<file path="src/rtl/repair_seq_ctrl_pkg.sv">
// repair_seq_ctrl_pkg: shared FSM encoding, spare-pointer layout and capacity limits
package repair_seq_ctrl_pkg;
    localparam int BANK_W    = 5;
    localparam int ROW_W     = 7;
    localparam int CNT_W     = 12;
    localparam int SEL_W     = 6;
    localparam int ADDR_W    = 10;
    localparam int ENTRY_W   = SEL_W + ADDR_W;
    localparam int MAX_FAULT = 3200;

    typedef enum logic [2:0] {IDLE, RUN, DRAIN, DONE, FAIL} state_e;

    typedef struct packed {
        logic [BANK_W-1:0] bank;
        logic [ROW_W-1:0]  row;
    } spare_t;

    // Rows fill first; the last row of a bank rolls over into row 0 of the next bank.
    function automatic spare_t next_spare(spare_t s);
        spare_t n;
        n.row  = s.row + 7'd1;
        n.bank = (&s.row) ? s.bank + 5'd1 : s.bank;
        return n;
    endfunction
endpackage

</file>
<file path="src/rtl/repair_seq_ctrl_if.sv">
// repair_seq_ctrl_if: BIST fault-report and repair-log handshake bundle
interface repair_seq_ctrl_if;
    import repair_seq_ctrl_pkg::*;
    logic               START;
    logic               BIST_DONE;
    logic               BIST_FAIL_VALID;
    logic [SEL_W-1:0]   BIST_FAIL_SELECT;
    logic [ADDR_W-1:0]  BIST_FAIL_ADDR;
    logic               LOG_READY;
    logic               BIST_EN;
    logic               LOG_VALID;
    logic [ENTRY_W-1:0] LOG_ENTRY;
    logic [CNT_W-1:0]   LOG_SPARE;
    logic [CNT_W-1:0]   FAULT_COUNT;
    logic               BUSY;
    logic               REPAIR_EN;
    logic               OVERFLOW;

    modport master (
        output START, BIST_DONE, BIST_FAIL_VALID, BIST_FAIL_SELECT, BIST_FAIL_ADDR, LOG_READY,
        input  BIST_EN, LOG_VALID, LOG_ENTRY, LOG_SPARE, FAULT_COUNT, BUSY, REPAIR_EN, OVERFLOW
    );
    modport slave (
        input  START, BIST_DONE, BIST_FAIL_VALID, BIST_FAIL_SELECT, BIST_FAIL_ADDR, LOG_READY,
        output BIST_EN, LOG_VALID, LOG_ENTRY, LOG_SPARE, FAULT_COUNT, BUSY, REPAIR_EN, OVERFLOW
    );
endinterface

</file>
<file path="src/rtl/repair_seq_ctrl_fault_fifo.sv">
// fault_fifo: registered fault-report buffer; accepts a push into a full buffer when a pop coincides
module fault_fifo #(
    parameter int DEPTH = 4,
    parameter int WIDTH = 16
) (
    input  logic             CLK,
    input  logic             RSTN,
    input  logic             clr_i,
    input  logic             push_i,
    input  logic             pop_i,
    input  logic [WIDTH-1:0] din_i,
    output logic [WIDTH-1:0] dout_o,
    output logic             full_o,
    output logic             empty_o,
    output logic             last_o
);
    localparam int AW = $clog2(DEPTH);
    logic [WIDTH-1:0] mem_q [DEPTH];
    logic [AW-1:0]    wr_q, rd_q;
    logic [AW:0]      cnt_q;
    logic             wr, rd;
    assign wr      = push_i && (!full_o || pop_i);
    assign rd      = pop_i && !empty_o;
    assign full_o  = cnt_q == (AW+1)'(DEPTH);
    assign empty_o = cnt_q == '0;
    assign last_o  = cnt_q == (AW+1)'(1);
    assign dout_o  = mem_q[rd_q];
    always_ff @(posedge CLK)
        if (wr && !clr_i) mem_q[wr_q] <= din_i;
    always_ff @(posedge CLK or negedge RSTN) begin
        if (!RSTN) begin
            wr_q  <= '0;
            rd_q  <= '0;
            cnt_q <= '0;
        end else if (clr_i) begin
            wr_q  <= '0;
            rd_q  <= '0;
            cnt_q <= '0;
        end else begin
            wr_q  <= wr ? wr_q + AW'(1) : wr_q;
            rd_q  <= rd ? rd_q + AW'(1) : rd_q;
            cnt_q <= cnt_q + (AW+1)'(wr) - (AW+1)'(rd);
        end
    end
endmodule

</file>
<file path="src/rtl/repair_seq_ctrl.sv">
// repair_seq_ctrl: sequences a BIST session, buffers fault reports and hands them to the repair log with spare allocation
module repair_seq_ctrl #(
    parameter int FIFO_DEPTH = 4,
    parameter int MAX_FAULT  = repair_seq_ctrl_pkg::MAX_FAULT
) (
    input logic              CLK,
    input logic              RSTN,
    repair_seq_ctrl_if.slave bus
);
    import repair_seq_ctrl_pkg::*;
    state_e             state_q, state_d;
    logic [CNT_W-1:0]   count_q, count_d;
    spare_t             spare_q, spare_d;
    logic               ovf_q, ovf_d, bist_en_q, busy_q, repair_en_q;
    logic               active, at_max, start, push, pop, fail_now, drained;
    logic               full, empty, last;
    logic [ENTRY_W-1:0] head;

    assign active   = state_q == RUN || state_q == DRAIN;
    assign at_max   = count_q == CNT_W'(MAX_FAULT);
    assign start    = bus.START && !active;
    assign push     = state_q == RUN && bus.BIST_FAIL_VALID;
    assign pop      = bus.LOG_VALID && bus.LOG_READY;
    // Capacity exhausted with work pending, or a report with nowhere to go.
    assign fail_now = active && ((at_max && !empty) || (push && full && !pop));
    assign drained  = empty || (pop && last);

    fault_fifo #(.DEPTH(FIFO_DEPTH), .WIDTH(ENTRY_W)) u_fifo (
        .CLK     (CLK),
        .RSTN    (RSTN),
        .clr_i   (start),
        .push_i  (push && !fail_now),
        .pop_i   (pop),
        .din_i   ({bus.BIST_FAIL_SELECT, bus.BIST_FAIL_ADDR}),
        .dout_o  (head),
        .full_o  (full),
        .empty_o (empty),
        .last_o  (last)
    );

    always_comb begin
        state_d = start ? RUN :
                  fail_now ? FAIL :
                  (state_q == RUN && bus.BIST_DONE) ? DRAIN :
                  (state_q == DRAIN && drained) ? DONE : state_q;
        count_d = start ? '0 : (pop && !at_max) ? count_q + CNT_W'(1) : count_q;
        spare_d = start ? '0 : pop ? next_spare(spare_q) : spare_q;
        ovf_d   = !start && (ovf_q || fail_now);
    end

    always_ff @(posedge CLK or negedge RSTN) begin
        if (!RSTN) begin
            state_q     <= IDLE;
            count_q     <= '0;
            spare_q     <= '0;
            ovf_q       <= 1'b0;
            bist_en_q   <= 1'b0;
            busy_q      <= 1'b0;
            repair_en_q <= 1'b0;
        end else begin
            state_q     <= state_d;
            count_q     <= count_d;
            spare_q     <= spare_d;
            ovf_q       <= ovf_d;
            bist_en_q   <= state_d == RUN;
            busy_q      <= state_d == RUN || state_d == DRAIN;
            repair_en_q <= state_d == DONE && count_d != '0;
        end
    end

    assign bus.LOG_VALID   = active && !empty && !at_max;
    assign bus.LOG_ENTRY   = empty ? '0 : head;
    assign bus.LOG_SPARE   = spare_q;
    assign bus.FAULT_COUNT = count_q;
    assign bus.BIST_EN     = bist_en_q;
    assign bus.BUSY        = busy_q;
    assign bus.REPAIR_EN   = repair_en_q;
    assign bus.OVERFLOW    = ovf_q;
endmodule

</file>
<file path="src/flat_wrapper.sv">
// flat-port wrapper written by rule: the top's interface ports become plain ports
module repair_seq_ctrl_flat import repair_seq_ctrl_pkg::*;
#(
    parameter int FIFO_DEPTH = 4,
    parameter int MAX_FAULT  = repair_seq_ctrl_pkg::MAX_FAULT
)
  (CLK, RSTN, bus_START, bus_BIST_DONE, bus_BIST_FAIL_VALID, bus_BIST_FAIL_SELECT, bus_BIST_FAIL_ADDR, bus_LOG_READY, bus_BIST_EN, bus_LOG_VALID, bus_LOG_ENTRY, bus_LOG_SPARE, bus_FAULT_COUNT, bus_BUSY, bus_REPAIR_EN, bus_OVERFLOW);
  repair_seq_ctrl_if bus_i ();
  input logic CLK;
  input logic RSTN;
  input wire logic [$bits(bus_i.START)-1:0] bus_START;
  input wire logic [$bits(bus_i.BIST_DONE)-1:0] bus_BIST_DONE;
  input wire logic [$bits(bus_i.BIST_FAIL_VALID)-1:0] bus_BIST_FAIL_VALID;
  input wire logic [$bits(bus_i.BIST_FAIL_SELECT)-1:0] bus_BIST_FAIL_SELECT;
  input wire logic [$bits(bus_i.BIST_FAIL_ADDR)-1:0] bus_BIST_FAIL_ADDR;
  input wire logic [$bits(bus_i.LOG_READY)-1:0] bus_LOG_READY;
  output wire logic [$bits(bus_i.BIST_EN)-1:0] bus_BIST_EN;
  output wire logic [$bits(bus_i.LOG_VALID)-1:0] bus_LOG_VALID;
  output wire logic [$bits(bus_i.LOG_ENTRY)-1:0] bus_LOG_ENTRY;
  output wire logic [$bits(bus_i.LOG_SPARE)-1:0] bus_LOG_SPARE;
  output wire logic [$bits(bus_i.FAULT_COUNT)-1:0] bus_FAULT_COUNT;
  output wire logic [$bits(bus_i.BUSY)-1:0] bus_BUSY;
  output wire logic [$bits(bus_i.REPAIR_EN)-1:0] bus_REPAIR_EN;
  output wire logic [$bits(bus_i.OVERFLOW)-1:0] bus_OVERFLOW;
  assign bus_i.START = bus_START;
  assign bus_i.BIST_DONE = bus_BIST_DONE;
  assign bus_i.BIST_FAIL_VALID = bus_BIST_FAIL_VALID;
  assign bus_i.BIST_FAIL_SELECT = bus_BIST_FAIL_SELECT;
  assign bus_i.BIST_FAIL_ADDR = bus_BIST_FAIL_ADDR;
  assign bus_i.LOG_READY = bus_LOG_READY;
  assign bus_BIST_EN = bus_i.BIST_EN;
  assign bus_LOG_VALID = bus_i.LOG_VALID;
  assign bus_LOG_ENTRY = bus_i.LOG_ENTRY;
  assign bus_LOG_SPARE = bus_i.LOG_SPARE;
  assign bus_FAULT_COUNT = bus_i.FAULT_COUNT;
  assign bus_BUSY = bus_i.BUSY;
  assign bus_REPAIR_EN = bus_i.REPAIR_EN;
  assign bus_OVERFLOW = bus_i.OVERFLOW;
  repair_seq_ctrl #(.FIFO_DEPTH(FIFO_DEPTH), .MAX_FAULT(MAX_FAULT)) u_core (.CLK(CLK), .RSTN(RSTN), .bus(bus_i));
endmodule
</file>
<file path="config.mk">
export PLATFORM = sky130hd
export DESIGN_NAME = repair_seq_ctrl_flat
export DESIGN_NICKNAME = d
export VERILOG_FILES = /design/src/rtl/repair_seq_ctrl_pkg.sv /design/src/rtl/repair_seq_ctrl_if.sv /design/src/rtl/repair_seq_ctrl_fault_fifo.sv /design/src/rtl/repair_seq_ctrl.sv /design/src/flat_wrapper.sv
export SDC_FILE = /design/constraint.sdc
export NUM_CORES = 1
export LEC_CHECK = 0
export CAP_MARGIN = 20
export CELL_PAD_IN_SITES_DETAIL_PLACEMENT = 0
export CELL_PAD_IN_SITES_GLOBAL_PLACEMENT = 2
export CORE_ASPECT_RATIO = 0.5
export CORE_UTILIZATION = 40
export CTS_CLUSTER_SIZE = 28
export DETAILED_ROUTE_END_ITERATION = 10
export PLACE_DENSITY = 0.91
export SLEW_MARGIN = 20
export SYNTH_ARGS = -nofsm -noshare
export SYNTH_HDL_FRONTEND = slang
export SYNTH_SLANG_ARGS = --single-unit
</file>
<file path="constraint.sdc">
create_clock -name CLK -period 4.3 [get_ports CLK]
set_clock_uncertainty 0.1 [all_clocks]
set_input_delay 0.86 -clock CLK [delete_from_list [all_inputs] [get_ports CLK]]
set_output_delay 0.86 -clock CLK [all_outputs]
set_load 0.01 [all_outputs]
</file>
==> metrics.yaml, run 1 <==
yosys:
  netlist_top_cells_area: "edfxtp_1, dfrtp_1, mux4_2"
  syn_inst: 333
  synth_edf_count: 64
  yosysSeqAreaShare: 0.6278
  synth_top_area_frac: 0.4200
  synth_top_cell_by_area: "edfxtp_1"
  syn_area_per_cell_sq_um: 13.74
  ys.flop_type: "edfxtp_1"
  ys_types: 50
  netlist_area_sq_um: 4576
  synth_warnings: 0
  ys_ff_latch: 102
  synth_fp_nets: 366
  async_flop_share: 0.3725
worst_hold_path:
  min_from: "u_core.bus.OVERFLOW"
  hold_class: "reg -> reg"
job:
  cap_violations: 0
worst_setup_path:
  slowest_stage: "clkdlybuf4s50_1"
  path_cells: "clkdlybuf4s50_1 -> inv_1 -> o31ai_1 -> o21ai_0 -> nor2_1 -> buf_4 -> inv_1 -> ha_1 -> inv_1 -> ha_1 -> inv_1 -> fa_1 -> xor2_1 -> xnor2_1 -> nor2_1"
  cp_common_cell: "inv_1"
  crit_arrival_ns: 3.43
  worstPathMaxFanout: 8
  max_stage_delay_ns: 0.54
  startpoint_type: "input port"
  rr_startpoint: "u_core.state_q[1]"
  crit_buf_inv: 6
  r2r_slack_ns: 1.14
  critPathKind: "in -> reg"
  endpoint_kind: "flip-flop"
  startpoint: "bus_LOG_READY"
  path_delay_family: "buffers and inverters"
  worst-endpoint-required_ns: 4.43
power_and_ir_drop:
  p_per_area_nw_per_um2: 604.8
  irDropWorstVdd_mv: 0.2406
  power_leakage_uw: 0.002059
placement:
  hpwl_um: 6085
  portBuffers: 66
  gp_congestion: 0.8102
  place_ws_ns: 0.6212
  placedCellCount: 538
timing:
  slew-limit-headroom: 0.4257
  finalSetupViolCount: 0
  setup_ws_ns: 0.9978
  worst_slew_pin_slew_ns: 0.8615
  period_needed_ns: 3.302
  period_share: 0.7680
  finalSetupTns_ns: 0
  hold_viol_final: 0
  fmax_mhz: 302.8
  rsz0062_at_grt: "false"
  finalMaxSlewViolations: 0
floorplan:
  core_sq_um: 11050
  start_util: 0.4142
  row_count: 27
  die_area_sq_um: 11900
  ioPinCount: 67
  die_x_um: 153.3
  dieHeight_um: 77.63
final_layout:
  nFillCells: 945
  fin_cells: 554
  fin_nets: 437
  num_antenna_cells: 0
  area_growth_syn_to_layout_pct: 24.99
  drive_above_1_share: 0.1198
drt:
  postRouteWirelength_um: 8966
  drt_pass1_iterations: 4
  drtIter0Drc: 166
  wire_per_inst_um: 16.18
  antenna_left: 0
  routed_via_density: 5.190
  remaining_drc_errors: 0
  dr_total_vias: 2875
clocking:
  cts_made_buffers: 9
  ctsResizeCount: 0
  hold_buffers: 0
  clkSlewWorstSetupHoldPaths_ns: 0.08
  clock_latency_ns: 0.35
  cts_tree: "done"
  postCtsSetupBuffers: 0
  h-tree-depth: 3
  cts.path.max_buffers: 2
  clock_sinks: 102
  root_buffer: "clkbuf_16"
global_routing:
  antenna_found_initial: 0
  track_usage: 0.1659
  grt_max_degree: 39
  grt-ovfl-total: 0
  grt_pass1_vias: 2898
  grt_pass1_wl_um: 14880
status:
  status: "finished clean"
metal layers:
layer  part of all wire  GRT usage
met1               0.47     0.2095
met2               0.48     0.2726
met3              0.039    0.04469
met4              0.015    0.06869
met5                  0          0
cell usage after synthesis (5+ instances only):
cell type and n:
mux4_2 16, and2_1 7, o21ai_0 6, edfxtp_1 64, xor2_1 7, nor2_1 30, clkbuf_1 7, or3_1 6
nor2b_1 17, nor3_1 7, ha_1 10, dfrtp_1 38, nand2_1 20, a21oi_1 5, xnor2_1 16, inv_1 14
nand4_1 10
sequential cells by signal, summed over array words and instances, names as in the netlist, 2 cells and up:
| register | cells |
|---|---|
| u_core.state_q | 3 |
| u_core.u_fifo.rd_q | 2 |
| u_core.bus.LOG_SPARE | 12 |
| u_core.u_fifo.mem_q | 64 |
| u_core.u_fifo.wr_q | 2 |
| u_core.u_fifo.cnt_q | 3 |
| u_core.bus.FAULT_COUNT | 12 |
stage by stage:
step / power, uW / hold slack (ns) / utilization / area, sq um
floorplan: 2124 / 0.4029 / - / 4576
global placement: 2661 / 0.3805 / 0.4902 / 5415
detailed placement: 2692 / 0.3886 / 0.4902 / 5415
CTS: 3504 / 0.4063 / 0.5177 / 5719
global route: 3668 / 0.4524 / 0.5177 / 5719
finish: 3459 / 0.3983 / 0.5177 / 5719
layout by cell type, fill, tap and decap left out, types with 5 or more instances in the layout:
cell type / count
clkdlybuf4s50_1: 65
edfxtp_1: 64
dfrtp_1: 38
nor2_1: 30
nand2_1: 20
xnor2_1: 16
mux4_2: 16
nor2b_1: 16
inv_1: 14
nand4_1: 10
ha_1: 10
clkbuf_16: 9
and2_1: 7
xor2_1: 7
or3_1: 6
nor3_1: 6
o21ai_0: 6
a21oi_1: 5
buf_4: 5
final timing paths:
path                                        endpoint  cells past startpoint
setup / recovery              u_core.u_fifo.cnt_q[2]                     15
hold / removal                   u_core.bus.OVERFLOW                      2
setup reg to reg              u_core.u_fifo.cnt_q[2]                     14
hold reg to reg                  u_core.bus.OVERFLOW                      2
max in group asynchronous  u_core.bus.FAULT_COUNT[1]                      1
min in group asynchronous   u_core.bus.LOG_SPARE[10]                      1
kinds of logic after synthesis:
family	Yosys count	share of synthesized area
simple gates	121	0.1452
mux	19	0.08532
fa+ha+maj	11	0.03172
xor+xnor	23	0.04402
flops	102	0.6278
buf+inv	26	0.02160
compound gates	31	0.04430
layout make-up:
class / count / area, sq um / share of cell area
clock inverters: 7 / 78.83 / 0.01378
well taps: 145 / 181.4 / 0.03172
inverters: 15 / 56.30 / 0.009845
repair buffers: 71 / 693.2 / 0.1212
flip-flops and latches: 102 / 2873 / 0.5023
multi-input cells: 205 / 1612 / 0.2818
clock buffers: 9 / 225.2 / 0.03938
tightest hold or removal path, stage by stage, from the launching register on:
cell and delay [ns]:
dfrtp_1 0.34, nor2_1 0.05, nor2_1 0.07
report_power, final:
part | switching [uW] | total [uW] | internal (uW)
clock | 394 | 806 | 413
sequential | 143 | 1340 | 1200
combinational | 647 | 1310 | 662
total | 1180 | 3460 | 2280
(Power assumes the default switching activity.)
==> run 2: changes to the inputs <==
CORE_UTILIZATION = 38   (was 40)
PLACE_DENSITY = 0.87   (was 0.91)
clock period = 3.22 ns   (was 4.3 ns; I/O delays follow)
==> metrics.yaml, run 2 (same netlist as run 1, synthesis figures left out) <==
clocking:
  cts_made_buffers: 9
  hold_buffers: 0
  clock_latency_ns: 0.34
  ctsResizeCount: 0
  h-tree-depth: 3
  clock_sinks: 102
  cts.path.max_buffers: 2
  clkSlewWorstSetupHoldPaths_ns: 0.07
  root_buffer: "clkbuf_16"
  postCtsSetupBuffers: 0
  cts_tree: "done"
global_routing:
  track_usage: 0.1636
  grt-ovfl-total: 0
  grt_pass1_wl_um: 15280
  grt_pass1_vias: 3050
  antenna_found_initial: 0
  grt_max_degree: 39
timing:
  worst_slew_pin_slew_ns: 0.8647
  rsz0062_at_grt: "false"
  period_share: 0.9478
  hold_viol_final: 0
  finalSetupViolCount: 0
  slew-limit-headroom: 0.4235
  finalMaxSlewViolations: 0
  timing.hold.ws_ns: 0.3147
  period_needed_ns: 3.052
  fmax_mhz: 327.7
drt:
  antenna_left: 0
  dr_total_vias: 2935
  drt_pass1_iterations: 4
  remaining_drc_errors: 0
  drtIter0Drc: 142
  postRouteWirelength_um: 9314
  wire_per_inst_um: 16.14
  routed_via_density: 5.087
power_and_ir_drop:
  p_sw_uw: 1557
  combPwrFrac: 0.397
  cell_internal_pwr_uw: 3160
  swShare: 0.3301
  power_leakage_uw: 0.002117
  p_per_area_nw_per_um2: 811.9
  pwr-share-seq: 0.370
  irDropWorstVdd_mv: 0.2971
  power.share.clock: 0.232
worst_setup_path:
  worst-endpoint-required_ns: 2.48
  r2r_cells: 14
  max_stage_delay_ns: 0.48
  startpoint_type: "flip-flop"
  r2r_slack_ns: 0.27
  r2r-end: "u_core.u_fifo.cnt_q[2]"
  crit_arrival_ns: 2.31
  critPathKind: "reg -> out"
  rr_startpoint: "u_core.bus.FAULT_COUNT[0]"
  worstPathMaxFanout: 5
  path_cells: "inv_1 -> ha_1 -> nor4b_1 -> and4_1 -> nor2_1 -> clkdlybuf4s50_1"
  startpoint: "u_core.bus.FAULT_COUNT[0]"
  slowest_stage: "clkdlybuf4s50_1"
  endpoint_kind: "primary output"
final_layout:
  num_antenna_cells: 0
  regMostFlops: "u_core.u_fifo.mem_q"
  final_cell_mix: "clkdlybuf4s50_1, edfxtp_1, dfrtp_1"
  fin_area_sq_um: 5809
  fin_nets: 447
  layout_commonest_cell: "clkdlybuf4s50_1"
  multi_input_area_sq_um: 1612
  largest_reg_flops: 64
  drive_above_1_share: 0.1388
  area_growth_syn_to_layout_pct: 26.96
  regArea_sq_um: 2873
  nFillCells: 988
placement:
  detailed_place.area_sq_um: 5508
  portBuffers: 66
  hpwl_um: 6383
  gp_congestion: 0.8297
worst_hold_path:
  hold_class: "in -> async"
floorplan:
  die_area_sq_um: 12510
  dieHeight_um: 79.59
  start_util: 0.4031
  die_x_um: 157.2
  row_count: 27
  core_sq_um: 11350
  ioPinCount: 67
job:
  cap_violations: 0
status:
  status: "finished clean"
## run 2: changes by cell type in the layout (fill, tap and decap cells not counted), sizes merged
cell / before / now
buf: 6 / 16
clkinvlp: 2 / 0
bufinv: 0 / 1
inv: 18 / 19
clkinv: 2 / 1
## run 2: area by class of cell
class / count / share of cell area
Clock buffer: 9 / 0.03877
Clock inverter: 6 / 0.01314
Inverter: 15 / 0.009692
Multi-Input combinational cell: 205 / 0.2774
Sequential cell: 102 / 0.4945
Tap cell: 159 / 0.03425
Timing Repair Buffer: 81 / 0.1322
## run 2: per-stage QoR
stage	setup WS (ns)	util	power [uW]	TNS [ns]	std cells
2_1_floorplan	0.2837	-	2837	0	333
5_1_grt	0.07646	0.5118	5021	0	577
3_5_place_dp	-0.07641	0.4852	3680	-0.07641	562
6_report	0.1682	0.5118	4717	0	577
3_3_place_gp	0.02861	0.4852	3625	0	562
4_1_cts	0.1534	0.5118	4801	0	577
## run 2: power groups by stage
stage	combinational [uW]	sequential, uW	clock (uW)
after floorplan	1090	1750	0
after global placement	1860	1760	0
after detailed placement	1910	1770	0
after CTS	1920	1750	1140
after global routing	2060	1770	1180
final	1870	1750	1100
## run 2: worst max-delay path by stage
stage                             end  slack, ns  cells after the start
2_1_floorplan  u_core.u_fifo.cnt_q[2]       0.28                     13
3_3_place_gp   u_core.u_fifo.cnt_q[2]       0.03                     14
3_5_place_dp   u_core.u_fifo.cnt_q[2]      -0.08                     14
4_1_cts                 bus_LOG_VALID       0.15                      6
5_1_grt                 bus_LOG_VALID       0.08                      6
6_report                bus_LOG_VALID       0.17                      6
## run 2: per-layer routing
| layer | wire (um) | track usage | up-vias |
|---|---|---|---|
| met3 | 308 | 0.03855 | 8 |
| met5 | 0 | 0 | - |
| met2 | 4578 | 0.2814 | 56 |
| li1 | - | - | 1391 |
| met4 | 91 | 0.04854 | 0 |
| met1 | 4335 | 0.2064 | 1480 |
## run 2: critical path: cells and delay by family, from the launching register on
family	cells	cell delay (ns)
buffers and inverters	2	0.60
DFF	1	0.44
adders and majority gates	1	0.18
and+or+nand+nor	3	0.75
==> run 3: changes to the inputs <==
ABC_AREA = 1   (was not set)
CORE_UTILIZATION = 34   (was 38)
PLACE_DENSITY = 0.86   (was 0.87)
==> metrics.yaml, run 3 <==
status:
  status: "finished clean"
yosys:
  synth_edf_count: 64
  synth_top_area_frac: 0.3940
  synth_top_cell_by_area: "edfxtp_1"
  ys_types: 31
  ys_ff_latch: 102
  synth_warnings: 0
  yosysSeqAreaShare: 0.5890
  synth_common_cells: "nand2_1, nor2_1, edfxtp_1"
  synth_compound_area_frac: 0.07927
  synth-adder-area-share: 0.02976
  synth.mux.area_fraction: 0
  ys.flop_type: "edfxtp_1"
  syn_area_per_cell_sq_um: 9.452
  synth_top_family_by_area: "simple AND/OR/NAND/NOR gates"
  yosysMostFrequentCell: "nand2_1"
  syn_inst: 516
  async_flop_share: 0.3725
  netlist_area_sq_um: 4877
  netlist_top_cells_area: "edfxtp_1, dfrtp_1, nand2_1"
  synth_xor_xnor_area_share: 0.01616
  synth_simple_gate_area_share: 0.2178
  synth_fp_nets: 549
final_layout:
  num_antenna_cells: 0
  regMostFlops: "u_core.u_fifo.mem_q"
  multi_input_area_sq_um: 1673
  fin_area_sq_um: 6103
  layout_commonest_cell: "nand2_1"
  fin_nets: 626
  drive_above_1_share: 0.08863
  final_cell_mix: "nand2_1, nor2_1, clkdlybuf4s50_1"
  largest_reg_flops: 64
  nFillCells: 1335
  regArea_sq_um: 2873
  area_growth_syn_to_layout_pct: 25.14
worst_setup_path:
  worstPathMaxFanout: 16
  critPathKind: "reg -> out"
  worst-endpoint-required_ns: 2.48
  slowest_stage: "clkdlybuf4s50_1"
  path_cells: "inv_1 -> nor2_1 -> o21ai_0 -> a21oi_1 -> clkdlybuf4s50_1"
  critical_path.endpoint: "bus_LOG_ENTRY[12]"
  rr_startpoint: "u_core.bus.FAULT_COUNT[0]"
  r2r_cells: 15
  r2r-end: "u_core.u_fifo.cnt_q[1]"
  max_stage_delay_ns: 0.58
  startpoint: "u_core.u_fifo.rd_q[1]"
  startpoint_type: "flip-flop"
  crit_arrival_ns: 2.14
  r2r_slack_ns: 0.43
  endpoint_kind: "primary output"
power_and_ir_drop:
  p_per_area_nw_per_um2: 784.8
  power_leakage_uw: 0.002633
  irDropWorstVdd_mv: 0.3879
drt:
  remaining_drc_errors: 0
  wire_per_inst_um: 13.26
  postRouteWirelength_um: 10470
  drt_pass1_iterations: 4
  routed_via_density: 4.556
  drtIter0Drc: 189
  dr_total_vias: 3599
  antenna_left: 0
timing:
  finalSetupTns_ns: 0
  rsz0062_at_grt: "false"
  finalSetupViolCount: 0
  hold_viol_final: 0
  slew-limit-headroom: 0.4054
  fmax_mhz: 346.8
  period_share: 0.8955
  finalMaxSlewViolations: 0
  period_needed_ns: 2.884
  worst_slew_pin_slew_ns: 0.8919
global_routing:
  grt_pass1_wl_um: 17110
  antenna_found_initial: 0
  grt_max_degree: 39
  track_usage: 0.1508
  grt-ovfl-total: 0
  grt_pass1_vias: 3391
job:
  cap_violations: 0
clocking:
  cts_made_buffers: 9
  h-tree-depth: 3
  cts.path.max_buffers: 2
  root_buffer: "clkbuf_16"
  clkSlewWorstSetupHoldPaths_ns: 0.07
  hold_buffers: 0
  postCtsSetupBuffers: 0
  clock_latency_ns: 0.34
  cts_tree: "done"
  clock_sinks: 102
  ctsResizeCount: 0
floorplan:
  row_count: 30
  dieHeight_um: 86.69
  die_area_sq_um: 14860
  start_util: 0.3540
  ioPinCount: 67
  core_sq_um: 13780
  die_x_um: 171.4
placement:
  hpwl_um: 7010
  gp_congestion: 0.8054
  detailed_place.area_sq_um: 5817
  portBuffers: 66
worst_hold_path:
  hold_class: "in -> async"
-- run 3: cell count changes after synthesis, moves of 17 or more --
cell     change
nand3_1     +20
nor2b_1     -17
o21ai_0     +40
nor2_1      +55
nand2_1     +77
a21oi_1     +23
inv_1       +43
-- run 3: layer usage --
layer / up-vias / wire (um) / global-route usage
met1: 1673 / 5125 / 0.2086
met3: 7 / 436 / 0.03333
met2: 63 / 4823 / 0.2428
met5: - / 0 / 0
li1: 1856 / - / -
met4: 0 / 88 / 0.03409
-- run 3: cell type report --
type / instances / share of cell area
Inverter: 62 / 0.03813
Clock inverter: 7 / 0.01005
Tap cell: 192 / 0.03936
Sequential cell: 102 / 0.4707
Timing Repair Buffer: 85 / 0.1308
Multi-Input combinational cell: 333 / 0.2741
Clock buffer: 9 / 0.03690
-- run 3: logic make-up after synthesis --
logic type,after synthesis
and+or+nand+nor,238
xor gates and xnor gates,9
DFF,102
buffers and inverters,81
adders and majority gates,11
AOI/OAI and AO/OA,75
-- run 3: worst min path at each step --
stage | start | end | slack [ns] | depth (start not counted)
after floorplan | RSTN | u_core.bus.BIST_EN | 0.25 | 0
after global placement | u_core.bus.OVERFLOW | u_core.bus.OVERFLOW | 0.40 | 2
after detailed placement | u_core.bus.OVERFLOW | u_core.bus.OVERFLOW | 0.40 | 2
after CTS | RSTN | u_core.bus.FAULT_COUNT[2] | 0.36 | 1
after global routing | RSTN | u_core.bus.FAULT_COUNT[2] | 0.39 | 1
final | RSTN | u_core.bus.FAULT_COUNT[2] | 0.32 | 1
-- run 3: critical path, delay by kind of cell (launching register included) --
kind | cells | cell delay (ns)
AOI/OAI and AO/OA | 2 | 0.31
buffers and inverters | 2 | 0.90
DFF | 1 | 0.41
and+or+nand+nor | 1 | 0.18
-- run 3: where the power goes --
part           switching, uW  internal [uW]  leakage, uW  total [uW]
sequential               116           1610      0.00109        1730
clock                    507            543     0.000142        1050
combinational           1150            855      0.00140        2010
total                   1780           3010      0.00263        4790
-- run 3: stage by stage --
step | std cells | hold WS [ns] | power (uW) | setup WS (ns) | utilization
4_1_cts | 790 | 0.3583 | 4847 | 0.3175 | 0.4431
2_1_floorplan | 516 | 0.2484 | 2945 | 0.3131 | -
5_1_grt | 790 | 0.3878 | 5136 | 0.2175 | 0.4431
3_3_place_gp | 774 | 0.3996 | 3782 | 0.2891 | 0.4223
3_5_place_dp | 774 | 0.3958 | 3795 | 0.2456 | 0.4223
6_report | 790 | 0.3200 | 4790 | 0.3365 | 0.4431
